$ cat src/rtl/k15_pkg.sv
// Shared definitions for the k15_op responder: opcodes, status codes,
// op/response field positions and the FSM state type.
package k15_pkg;

    // Opcodes carried in op[23:20]
    localparam logic [3:0] K15_OP_NOP = 4'h0;
    localparam logic [3:0] K15_OP_WR  = 4'h1;
    localparam logic [3:0] K15_OP_RD  = 4'h2;
    localparam logic [3:0] K15_OP_ADD = 4'h3;
    localparam logic [3:0] K15_OP_CLR = 4'h4;

    // Status echoed for any opcode the responder does not implement
    localparam logic [3:0] K15_ST_ERR = 4'hF;

    // Field positions shared by ops and responses
    localparam int K15_OPC_MSB  = 23;
    localparam int K15_OPC_LSB  = 20;
    localparam int K15_ADDR_MSB = 19;
    localparam int K15_ADDR_LSB = 16;
    localparam int K15_DATA_MSB = 15;
    localparam int K15_DATA_LSB = 0;

    // Data word returned once a CLR has wiped the whole register file
    localparam logic [15:0] K15_CLR_DONE = 16'h0010;

    typedef enum logic {
        K15_IDLE,
        K15_CLR_RUN
    } k15_state_e;

    // Packs a response word in the common {status, addr, data} layout
    function automatic logic [23:0] k15_rsp(input logic [3:0]  opc,
                                            input logic [3:0]  addr,
                                            input logic [15:0] data);
        return {opc, addr, data};
    endfunction

endpackage

$ cat src/rtl/k15_rsp_fifo.sv
// Registered response buffer. Push side is a simple strobe from the
// responder; pop side is a req/ack initiator port whose data is the head
// entry and stays stable until it is acknowledged.
module k15_rsp_fifo #(
    parameter int DEPTH = 2,
    parameter int W     = 24,
    localparam int CW   = $clog2(DEPTH + 1),
    localparam int PW   = (DEPTH > 1) ? $clog2(DEPTH) : 1
) (
    input  logic          clk,
    input  logic          reset_n,
    input  logic          push,
    input  logic [W-1:0]  push_dat,
    output logic [W-1:0]  rsp_dat,
    output logic          rsp_req,
    input  logic          rsp_ack,
    output logic [CW-1:0] count,
    output logic          full
);

    logic [W-1:0]  mem [2**PW];
    logic [PW-1:0] wr_ptr;
    logic [PW-1:0] rd_ptr;
    logic          pop;

    // Pointers wrap at DEPTH, which need not be a power of two
    function automatic logic [PW-1:0] ptr_next(input logic [PW-1:0] ptr);
        return (ptr == PW'(DEPTH - 1)) ? '0 : ptr + 1'b1;
    endfunction

    assign rsp_req = (count != '0);
    assign rsp_dat = mem[rd_ptr];
    assign full    = (count == CW'(DEPTH));
    assign pop     = rsp_req & rsp_ack;

    // Storage, pointers and occupancy; push and pop may coincide
    always_ff @(posedge clk or negedge reset_n) begin
        if (!reset_n) begin
            // NOTE: the storage is reset too, because the head entry drives the
            // output port directly and must read as zero out of reset.
            for (int i = 0; i < 2**PW; i++) mem[i] <= '0;
            wr_ptr <= '0;
            rd_ptr <= '0;
            count  <= '0;
        end else begin
            // NOTE: non-blocking assignments here so every register samples
            // pre-edge values regardless of statement order.
            if (push) begin
                mem[wr_ptr] <= push_dat;
                wr_ptr      <= ptr_next(wr_ptr);
            end
            if (pop) rd_ptr <= ptr_next(rd_ptr);
            case ({push, pop})
                2'b10:   count <= count + 1'b1;
                2'b01:   count <= count - 1'b1;
                default: count <= count;
            endcase
        end
    end

endmodule

$ cat src/rtl/k15_op_resp.sv
// Far-end responder of the k15_op channel: accepts ops, executes them
// against a 16x16 register file and queues one response per non-NOP op.
// CLR runs as a 16-cycle sweep with the op port closed.
module k15_op_resp
    import k15_pkg::*;
#(
    parameter int RF_AW     = 4,
    parameter int RSP_DEPTH = 2
) (
    input  logic        clk,
    input  logic        reset_n,
    input  logic [23:0] t_k15_op_dat,
    input  logic        t_k15_op_req,
    output logic        t_k15_op_ack,
    output logic [23:0] i_k15_rsp_dat,
    output logic        i_k15_rsp_req,
    input  logic        i_k15_rsp_ack
);

    localparam int RSP_CW = $clog2(RSP_DEPTH + 1);

    logic [15:0]      rf [2**RF_AW];
    k15_state_e       state;
    logic [RF_AW-1:0] clr_idx;
    logic             ack_en;

    logic [3:0]       op_opc;
    logic [RF_AW-1:0] op_addr;
    logic [15:0]      op_data;
    logic [15:0]      add_sum;
    logic             op_fire;
    logic             clr_done;

    logic             push;
    logic [23:0]      push_dat;
    logic             rf_we;
    logic [15:0]      rf_wdat;
    logic [RSP_CW-1:0] rsp_count;
    logic             rsp_full;

    assign op_opc  = t_k15_op_dat[K15_OPC_MSB:K15_OPC_LSB];
    assign op_addr = t_k15_op_dat[K15_ADDR_MSB:K15_ADDR_LSB];
    assign op_data = t_k15_op_dat[K15_DATA_MSB:K15_DATA_LSB];
    assign add_sum = rf[op_addr] + op_data;

    // Ack depends only on registers; ack_en keeps it low until the first
    // edge after reset release. A pop this cycle does not reopen the port.
    assign t_k15_op_ack = ack_en & (state == K15_IDLE) & ~rsp_full;
    assign op_fire      = t_k15_op_req & t_k15_op_ack;
    assign clr_done     = (state == K15_CLR_RUN) && (clr_idx == '1);

    // Decode the accepted op (or CLR completion) into rf write and response push
    always_comb begin
        // NOTE: every output gets a default first so no path leaves a latch.
        push     = 1'b0;
        push_dat = '0;
        rf_we    = 1'b0;
        rf_wdat  = '0;
        if (clr_done) begin
            push     = 1'b1;
            push_dat = k15_rsp(K15_OP_CLR, 4'h0, K15_CLR_DONE);
        end else if (op_fire) begin
            case (op_opc)
                K15_OP_NOP: ;
                K15_OP_CLR: ;
                K15_OP_WR: begin
                    rf_we    = 1'b1;
                    rf_wdat  = op_data;
                    push     = 1'b1;
                    push_dat = k15_rsp(K15_OP_WR, op_addr, op_data);
                end
                K15_OP_RD: begin
                    push     = 1'b1;
                    push_dat = k15_rsp(K15_OP_RD, op_addr, rf[op_addr]);
                end
                K15_OP_ADD: begin
                    rf_we    = 1'b1;
                    rf_wdat  = add_sum;
                    push     = 1'b1;
                    push_dat = k15_rsp(K15_OP_ADD, op_addr, add_sum);
                end
                default: begin
                    push     = 1'b1;
                    push_dat = k15_rsp(K15_ST_ERR, op_addr, op_data);
                end
            endcase
        end
    end

    // FSM, clear sweep and register-file updates
    always_ff @(posedge clk or negedge reset_n) begin
        if (!reset_n) begin
            state   <= K15_IDLE;
            clr_idx <= '0;
            ack_en  <= 1'b0;
            for (int i = 0; i < 2**RF_AW; i++) rf[i] <= '0;
        end else begin
            ack_en <= 1'b1;
            if (rf_we) rf[op_addr] <= rf_wdat;
            case (state)
                K15_IDLE: begin
                    if (op_fire && (op_opc == K15_OP_CLR)) begin
                        state   <= K15_CLR_RUN;
                        clr_idx <= '0;
                    end
                end
                K15_CLR_RUN: begin
                    rf[clr_idx] <= '0;
                    clr_idx     <= clr_idx + 1'b1;
                    if (clr_done) state <= K15_IDLE;
                end
                default: state <= K15_IDLE;
            endcase
        end
    end

    k15_rsp_fifo #(
        .DEPTH (RSP_DEPTH),
        .W     (24)
    ) u_rsp_fifo (
        .clk      (clk),
        .reset_n  (reset_n),
        .push     (push),
        .push_dat (push_dat),
        .rsp_dat  (i_k15_rsp_dat),
        .rsp_req  (i_k15_rsp_req),
        .rsp_ack  (i_k15_rsp_ack),
        .count    (rsp_count),
        .full     (rsp_full)
    );

    // The CLR response relies on the buffer never growing during the sweep
    a_clr_no_growth: assert property (@(posedge clk) disable iff (!reset_n)
        (state == K15_CLR_RUN && !clr_done) |=> (rsp_count <= $past(rsp_count)));

endmodule

$ cat config.mk
export PLATFORM = sky130hd
export DESIGN_NAME = k15_op_resp
export DESIGN_NICKNAME = d
export VERILOG_FILES = /design/src/rtl/k15_pkg.sv /design/src/rtl/k15_rsp_fifo.sv /design/src/rtl/k15_op_resp.sv
export SDC_FILE = /design/constraint.sdc
export NUM_CORES = 1
export LEC_CHECK = 0
export ABC_AREA = 1
export BUFFER_PORTS_ARGS = -buffer_cell sky130_fd_sc_hd__buf_2
export CORE_MARGIN = 10
export CORE_UTILIZATION = 30
export CTS_BUF_LIST = sky130_fd_sc_hd__clkbuf_16
export CTS_CLUSTER_DIAMETER = 40
export CTS_CLUSTER_SIZE = 25
export DETAILED_ROUTE_END_ITERATION = 8
export GPL_ROUTABILITY_DRIVEN = 0
export GPL_TIMING_DRIVEN = 0
export HOLD_SLACK_MARGIN = 0.06
export REMOVE_ABC_BUFFERS = 1
export SKIP_LAST_GASP = 1
export SLEW_MARGIN = 20
export SYNTH_ARGS = -nofsm -noshare
export SYNTH_HDL_FRONTEND = slang
export SYNTH_SLANG_ARGS = --single-unit
$ cat constraint.sdc
create_clock -name clk -period 3.4 [get_ports clk]
set_input_delay 0.68 -clock clk [delete_from_list [all_inputs] [get_ports clk]]
set_output_delay 0.68 -clock clk [all_outputs]
set_load 0.03 [all_outputs]
==> impl_metrics.ini, run 1 <==
[route]
wire_per_inst_um = 20.2
routed_wl_um = 53300
drtIter0Drc = 1625
antenna_left = 0
dr.pass1.iters = 8
vias = 14400
drc_errors = 0
via_per_inst = 5.47

[power]
power.density_nw_per_um2 = 646
power_leakage_nw = 9.13
max-vdd-ir-drop_mv = 0.363

[layout]
diodes = 0
drive_above_1_share_pct = 15.7
final_cell_area_um2 = 19000
fin_cells = 2643
syn2layout_area_growth_pct = 20.1
finalNetCount = 1966

[critical_path]
crit_end = rf[87]$_DFF_PN0_
critical_path_class = in -> reg
startpoint = t_k15_op_dat[17]
crit_chain = buf_12, clkinvlp_4, nor2_4, buf_16, inv_8, o22ai_1, o21ai_1, nand4_1, ha_4, or2_1, nand2_1, inv_2, nand2_1, nand2_1, or2_2, nand3_1, nand2_1, nand2_4, a21oi_1
cp-start-kind = primary input
cpMostUsedCell = nand2_1
crit_required_ps = 3820
path_max_fanout = 22
reg2reg_to = u_rsp_fifo.mem[18]$_DFFE_PN0P_
cp_slowest_cell = or2_2
cp_slowest_stage_delay_ps = 310
endpoint_kind = flop
rr_worst_depth = 11
arrival_ps = 3770
regToRegSetupSlack_ps = 310
worstReg2RegStart = state$_DFF_PN0_

[logic_synthesis]
synth_cell_types = 47
synth-seq-cells = 314
syn_inst = 1905
syn_area_per_cell_um2 = 8.29
synth_seq_area_share_pct = 49.8
netlist_area_um2 = 15800
ys_warn_count = 0

[job]
drv_cap = 0

[clock_network]
htree_levels = 2
clk_pin_slew_ps = 60
cts-hold-fix-buffers = 0
root_buffer = clkbuf_16
clock_sinks = 314
cts_buffer_depth = 3
numCtsBuffers = 48
insertion_delay_ps = 580
cts_tree = built

[timing]
fin_worst_skew_ps = 29.4
setup_violations = 0
final-max-slew-violation-count = 0
fin_ws_ps = 45.4
fmax_mhz = 298
max-slew-margin-rel_pct = 27.9
finalHoldViolations = 0
fin_crit_sh_pct = 98.7
rsz0062_at_grt = yes
worstMarginPinSlew_ps = 1080
min_period_ps = 3350

[placement]
dp.cells = 2537
post-dp-hpwl_um = 34200
place_area_um2 = 16800
dp_slack_ps = -1970
port_buffers = 53

[floorplan]
die_h_um = 249
start_util_pct = 30.2
pin_count = 54
rows = 84
die_w_um = 249
core-area_um2 = 52300
die_area_um2 = 62200

[worst_hold_path]
worstHoldPathType = in -> async

[global_route]
grt.total_usage_pct = 16.3
gr-total-overflow = 0
grt_pass1_wl_um = 81700
antenna_found_initial = 0
grt_pass1_vias = 13900
grt_max_degree = 85

[outcome]
status = complete, no violations
[flip-flops by register name, summed over array words and instances, names as in the netlist]
name / cells
ack_en: 1
clr_idx: 4
rf: 256
state: 1
u_rsp_fifo.count: 2
u_rsp_fifo.mem: 48
u_rsp_fifo.rd_ptr: 1
u_rsp_fifo.wr_ptr: 1
[critical path: cells and delay by family]
family | cells | cell delay [ps]
compound gates | 3 | 440
fa+ha+maj | 1 | 260
buf+inv | 5 | 600
simple gates | 10 | 1730
[through the flow]
step	power, mW	util [%]	hold slack (ps)	TNS (ps)
detailed placement	7.26	32.0	458	-407960
global placement	7.14	31.1	456	-2288400
finish	12.3	36.3	85.2	0
floorplan	6.34	-	384	-149070
CTS	12.2	35.5	87.0	-4.22
global route	12.9	36.3	133	-1030
[layout make-up]
type / instances / area (µm²)
flip-flops and latches: 314 / 7860
multi-input cells: 1340 / 7260
repair buffers: 92 / 875
clock inverters: 40 / 412
fillers: 5244 / 33400
well taps: 688 / 861
clock buffers: 48 / 1200
inverters: 121 / 513
[repair_timing]
item | in CTS | in global routing
cloned | 0 | 1
endpoints found under the hold margin | 0 | 0
setup buffers | 7 | 11
endpoints found under the setup margin | 305 | 234
gates resized for setup | 50 | 67
pin swaps | 8 | 7
[cell families after synthesis]
family | share of synthesized area, %
compound gates | 25.5
simple gates | 15.8
flops | 49.8
buf+inv | 7.03
fa+ha+maj | 1.71
xor+xnor | 0.222
other cells | 0.0237
[routing by layer]
| layer | part of all wire [%] | vias up | track usage, % |
|---|---|---|---|
| li1 | - | 6580 | - |
| met1 | 42 | 7089 | 21.8 |
| met2 | 45 | 664 | 25.0 |
| met3 | 9.2 | 112 | 3.43 |
| met4 | 3.9 | 0 | 6.87 |
| met5 | 0 | - | 0 |
[how the worst min path moves through the flow]
stage                                              start                             end
after floorplan                                  reset_n                ack_en$_DFF_PN0_
after global placement    u_rsp_fifo.mem[22]$_DFFE_PN0P_  u_rsp_fifo.mem[22]$_DFFE_PN0P_
after detailed placement  u_rsp_fifo.mem[22]$_DFFE_PN0P_  u_rsp_fifo.mem[22]$_DFFE_PN0P_
after CTS                                        reset_n               rf[249]$_DFF_PN0_
after global routing                             reset_n               rf[229]$_DFF_PN0_
final                                            reset_n               rf[229]$_DFF_PN0_
[power by group]
part	switching, mW	leakage (nW)	internal, mW
combinational	1.75	4.08	0.816
sequential	0.418	4.30	4.38
clock	1.91	0.752	2.99
[cells in the final DEF, fill, tap and decap left out, drive strengths merged]
cell      instances
a211oi            1
a21boi            2
a21o              2
a21oi           278
a22o              2
a22oi           115
a31oi             1
a32oi             4
buf              91
bufinv            5
clkbuf           49
clkinv           22
clkinvlp         13
conb              1
dfrtp           314
fa                1
ha               20
inv             121
nand2           422
nand3            60
nand3b            1
nand4            19
nor2             73
nor3             10
nor3b             1
o21ai           311
o21bai            4
o22ai             5
or2               3
xnor2             1
xor2              3
[synthesized netlist by cell type (all sizes together)]
library cell,count,share of area [%]
nor3b,1,0.048
or2,3,0.12
clkbuf,47,1.1
o21bai,4,0.19
xor2,3,0.17
nor3,10,0.48
nand2,422,10
fa,1,0.13
nand3b,1,0.048
a211oi,1,0.048
a21o,2,0.095
a22o,2,0.11
o22ai,5,0.20
nand4,19,0.95
a21boi,2,0.095
inv,120,2.9
a32oi,4,0.22
a21oi,278,9.1
a22oi,115,5.5
buf,83,3.0
o21ai,311,9.9
dfrtp,314,50
a31oi,1,0.040
conb,1,0.024
nand3,60,1.9
clkinv,1,0.024
ha,20,1.6
xnor2,1,0.055
nor2,73,2.1
Note: power is estimated with default switching activity, not from simulation.
==> run 2: changes to the inputs <==
==> constraint.sdc (replaced) <==
create_clock -name clk -period 3.9 [get_ports clk]
set_input_delay 0.78 -clock clk [delete_from_list [all_inputs] [get_ports clk]]
set_output_delay 0.78 -clock clk [all_outputs]
set_load 0.03 [all_outputs]
==> run 2 against run 1 <==
Net effect:
- sequential share of layout area grew 0.85 points
- critical endpoint is now rf[3]$_DFF_PN0_
- clock power shrank 13%
- power shrank 13%
- sequential power shrank 13%
- largest cell class unchanged
- hold slack gained 97 ps
- via count grew 0.17%
- setup slack gained 62 ps
- register-to-register slack gained 160 ps
- core utilization shrank 0.73 points
- die area is the same
- global-route usage is essentially flat
- wire length shrank 1.6%
==> impl_metrics.ini, run 2 (same netlist as run 1, synthesis figures left out) <==
[critical_path]
endpoint_kind = flop
path_max_fanout = 22
worstReg2RegStart = state$_DFF_PN0_
crit_required_ps = 4390
arrival_ps = 4290
cpLargestDelayFamily = simple AND/OR/NAND/NOR gates
cp_slowest_cell = nand2_1
crit_chain = buf_4, clkinvlp_4, nor2_4, buf_16, inv_4, o22ai_1, o21ai_1, nand4_1, ha_1, or2_1, nand2_1, inv_2, nand2_1, nand2_1, o21ai_1, nand2_1, inv_1, nand2_1, a32oi_1
startpoint = t_k15_op_dat[17]
cp-start-kind = primary input
crit_buf_inv = 6
cp_slowest_stage_delay_ps = 470
cpMostUsedCell = nand2_1
critical_path_class = in -> reg
regToRegSetupSlack_ps = 470

[worst_hold_path]
worstHoldPathType = in -> async

[clock_network]
numCtsBuffers = 48
cts_tree = built
clock_sinks = 314
root_buffer = clkbuf_16
clk_pin_slew_ps = 60
insertion_delay_ps = 590
htree_levels = 2
cts_buffer_depth = 3

[floorplan]
die_w_um = 249
die_h_um = 249
core-area_um2 = 52300
die_area_um2 = 62200
rows = 84
start_util_pct = 30.2
pin_count = 54

[placement]
place_area_um2 = 16800
port_buffers = 53
dp.cells = 2537
post-dp-hpwl_um = 34200

[route]
wire_per_inst_um = 19.9
vias = 14500
antenna_left = 0
via_per_inst = 5.49
routed_wl_um = 52400
drtIter0Drc = 1503
dr.pass1.iters = 6
drc_errors = 0

[outcome]
status = complete, no violations

[layout]
top_register = rf
drive_above_1_share_pct = 13.3
final_cell_mix = nand2_1, dfrtp_1, o21ai_0
final_common_cell = nand2_1
largest_reg_flops = 256
finalNetCount = 1957
fin_cells = 2634
diodes = 0
biggestRegsByFlops = rf (256), u_rsp_fifo.mem (48), clr_idx (4)
syn2layout_area_growth_pct = 17.7
final_cell_area_um2 = 18600

[timing]
hold_ws_ps = 182
fmax_mhz = 264
min_period_ps = 3790
final-max-slew-violation-count = 0
fin_tns_setup_ps = 0
max-slew-margin-rel_pct = 33.2
worstMarginPinSlew_ps = 1000
fin_worst_skew_ps = 34.3
fin_crit_sh_pct = 97.2
finalHoldViolations = 0
rsz0062_at_grt = yes
setup_violations = 0

[global_route]
antenna_found_initial = 0
grt.total_usage_pct = 16.2
gr-total-overflow = 0
grt_pass1_wl_um = 81500
grt_max_degree = 85
grt_pass1_vias = 13900

[power]
power_mw = 10.6
power.density_nw_per_um2 = 571
max-vdd-ir-drop_mv = 0.319
power_leakage_nw = 9.08

[job]
drv_cap = 0
-- run 2: cell count changes in the layout (fill, tap and decap cells not counted), sizes merged --
cell / change
buf: -8
clkbuf: -1
-- run 2: area by class of cell --
| cell class | count | area (µm²) |
|---|---|---|
| multi-input combinational | 1340 | 7010 |
| clock buffer | 48 | 1200 |
| sequential | 314 | 7860 |
| inverter | 121 | 479 |
| tap | 688 | 861 |
| fill | 5273 | 33700 |
| timing repair buffer | 83 | 769 |
| clock inverter | 40 | 412 |
-- run 2: where the power goes --
group,switching [mW],internal (mW),total (mW)
Sequential,0.363,3.81,4.18
Combinational,1.49,0.675,2.17
Clock,1.66,2.61,4.27
Total,3.52,7.10,10.6
-- run 2: routing by layer --
| metal | global-route usage [%] | vias to the layer above | wire length [µm] |
|---|---|---|---|
| li1 | - | 6559 | - |
| met1 | 21.7 | 7129 | 22200 |
| met2 | 25.0 | 663 | 23600 |
| met3 | 3.71 | 118 | 4670 |
| met4 | 6.61 | 0 | 2000 |
| met5 | 0 | - | 0 |
-- run 2: per-stage QoR --
| stage | util, % | setup slack, ps |
|---|---|---|
| after floorplan | - | -349 |
| after global placement | 31.1 | -3790 |
| after CTS | 35.3 | 31.0 |
| final | 35.5 | 107 |
| after detailed placement | 32.0 | -1570 |
| after global routing | 35.5 | -54.0 |
-- run 2: worst reg2reg max path, stage by stage, from the launching register on --
cell and delay (ps):
dfrtp_1 570, inv_1 210, nand2_1 120, a21oi_2 50
nand2_2 210, clkinv_2 670, a21oi_2 540, nor2_2 150
buf_6 190, inv_2 380, o21ai_0 170
-- run 2: worst paths after layout --
check                                                  to  depth (start not counted)
max reg2reg                u_rsp_fifo.mem[18]$_DFFE_PN0P_                         10
max in group asynchronous                rf[49]$_DFF_PN0_                          3
min in group clk           u_rsp_fifo.mem[22]$_DFFE_PN0P_                          2
min reg2reg                u_rsp_fifo.mem[22]$_DFFE_PN0P_                          2
min                                     rf[213]$_DFF_PN0_                          1
max                                       rf[3]$_DFF_PN0_                         19
-- run 2: repair_timing --
item	4_1_cts	5_1_grt
pin swaps	2	8
cloned	0	0
hold buffers	0	0
resized for setup	24	22
endpoints found under the setup margin	259	230
buffers inserted	4	5
==> run 3: changes to the inputs <==
--- a/config.mk
+++ b/config.mk
@@ -7,6 +7,7 @@
 export LEC_CHECK = 0
 export ABC_AREA = 1
 export BUFFER_PORTS_ARGS = -buffer_cell sky130_fd_sc_hd__buf_2
+export CORE_ASPECT_RATIO = 1.25
 export CORE_MARGIN = 10
 export CORE_UTILIZATION = 30
 export CTS_BUF_LIST = sky130_fd_sc_hd__clkbuf_16
@@ -17,7 +18,6 @@
 export GPL_TIMING_DRIVEN = 0
 export HOLD_SLACK_MARGIN = 0.06
 export REMOVE_ABC_BUFFERS = 1
-export SKIP_LAST_GASP = 1
 export SLEW_MARGIN = 20
 export SYNTH_ARGS = -nofsm -noshare
 export SYNTH_HDL_FRONTEND = slang
==> run 3 against run 2 <==
Net effect:
- die area hardly changed
- wire length fell by 4.2%
- design area down 2.6%
==> impl_metrics.ini, run 3 (same netlist as run 1, synthesis figures left out) <==
[clock_network]
clk_pin_slew_ps = 60
cts_tree = built
cts_buffer_depth = 3
clock_sinks = 314
root_buffer = clkbuf_16
numCtsBuffers = 37
insertion_delay_ps = 540
htree_levels = 2

[floorplan]
die_area_um2 = 62300
rows = 93
die_h_um = 277
start_util_pct = 30.5
pin_count = 54
die_w_um = 225
core-area_um2 = 51800

[layout]
diodes = 0
final_common_cell = nand2_1
drive_above_1_share_pct = 11.5
post-route-util_pct = 35.0
fillers = 5221
largest_reg_flops = 256
finalNetCount = 1942
final_cell_mix = nand2_1, dfrtp_1, o21ai_0
top_register = rf
biggestRegsByFlops = rf (256), u_rsp_fifo.mem (48), clr_idx (4)
syn2layout_area_growth_pct = 14.6

[route]
vias = 14000
routed_wl_um = 50200
antenna_left = 0
drtIter0Drc = 1387
wire_per_inst_um = 19.4
via_per_inst = 5.41
dr.pass1.iters = 6
drc_errors = 0

[critical_path]
arrival_ps = 4180
path_max_fanout = 22
endpoint_kind = flop
crit_required_ps = 4330
cp-start-kind = primary input
critical_path_class = in -> reg
rr_worst_depth = 11

[global_route]
grt.total_usage_pct = 15.8
gr-total-overflow = 0
grt_pass1_wl_um = 79500
grt_pass1_vias = 13700
grt_max_degree = 99
antenna_found_initial = 0

[outcome]
status = complete, no violations

[timing]
setup_violations = 0
final-max-slew-violation-count = 0
min_period_ps = 3750
fmax_mhz = 267
worstMarginPinSlew_ps = 987
fin_worst_skew_ps = 26.4
max-slew-margin-rel_pct = 33.8
finalHoldViolations = 0
fin_crit_sh_pct = 96.2

[job]
drv_cap = 0

[power]
max-vdd-ir-drop_mv = 0.276
power.density_nw_per_um2 = 537
power_mw = 9.72
power_leakage_nw = 8.88

[worst_hold_path]
worstHoldPathType = in -> async

[placement]
port_buffers = 53
post-dp-hpwl_um = 33700
## run 3: cell count changes in the layout (fill, tap and decap cells not counted), moves of 3 or more
cell / before / now
clkinv_4: 5 / 2
a21oi_1: 259 / 265
clkinvlp_4: 13 / 5
inv_1: 102 / 107
buf_8: 8 / 5
clkbuf_16: 48 / 37
a21oi_2: 19 / 13
clkinv_2: 7 / 4
## run 3: final cells by class
type	instances	area (µm²)	area share [%]
Tap cell	665	832	4.60
Clock inverter	27	259	1.43
Sequential cell	314	7860	43.4
Timing Repair Buffer	79	742	4.10
Inverter	121	489	2.70
Multi-Input combinational cell	1340	7000	38.6
Clock buffer	37	926	5.11
## run 3: power by group
group | leakage [nW] | internal [mW] | switching [mW] | total (mW)
combinational | 3.99 | 0.667 | 1.46 | 2.12
sequential | 4.30 | 3.81 | 0.367 | 4.18
clock | 0.587 | 2.01 | 1.41 | 3.42
## run 3: routing by layer
layer  vias to the layer above  wire, µm  global-route usage (%)
li1                       6511         -                       -
met1                      6821     20800                    19.5
met2                       526     23600                    26.0
met3                       104      3000                    2.25
met4                         0      2860                    8.83
met5                         -         0                       0
## run 3: what timing repair did
action | CTS | global route
hold buffers | 0 | 0
setup endpoints to repair | 245 | 196
setup buffers | 5 | 2
pin swaps | 3 | 5
gates resized for setup | 21 | 23
## run 3: critical path: stages
cell and delay (ps):
buf_4 240, clkinvlp_4 190, nor2_4 220, buf_16 210, inv_4 100, o22ai_1 120
o21ai_0 100, nand4_1 180, ha_1 290, or2_1 230, nand2_1 110, inv_2 60
nand2_1 50, nand2_1 50, o21ai_1 190, nand2_1 490, inv_1 290, nand2_1 110
a32oi_1 150
## run 3: final timing paths
check | startpoint | to | slack, ps
setup / recovery | t_k15_op_dat[17] | rf[3]$_DFF_PN0_ | 150
hold / removal | reset_n | rf[88]$_DFF_PN0_ | 180
setup reg to reg | state$_DFF_PN0_ | u_rsp_fifo.mem[40]$_DFFE_PN0P_ | 450
hold reg to reg | u_rsp_fifo.mem[21]$_DFFE_PN0P_ | u_rsp_fifo.mem[21]$_DFFE_PN0P_ | 480
max in group asynchronous | reset_n | u_rsp_fifo.mem[14]$_DFFE_PN0P_ | 2490
min in group clk | u_rsp_fifo.mem[21]$_DFFE_PN0P_ | u_rsp_fifo.mem[21]$_DFFE_PN0P_ | 480
## run 3: through the flow
step	setup TNS (ps)	cells	hold WS, ps	area, µm²	setup slack (ps)
6_report	0	2583	179	18100	148
5_1_grt	-190	2583	211	18100	-43.8
4_1_cts	0	2581	194	18000	21.4
3_5_place_dp	-272940	2512	461	16700	-1320
3_3_place_gp	-2008040	2493	456	16200	-3810
2_1_floorplan	-43410	1775	442	15100	-349
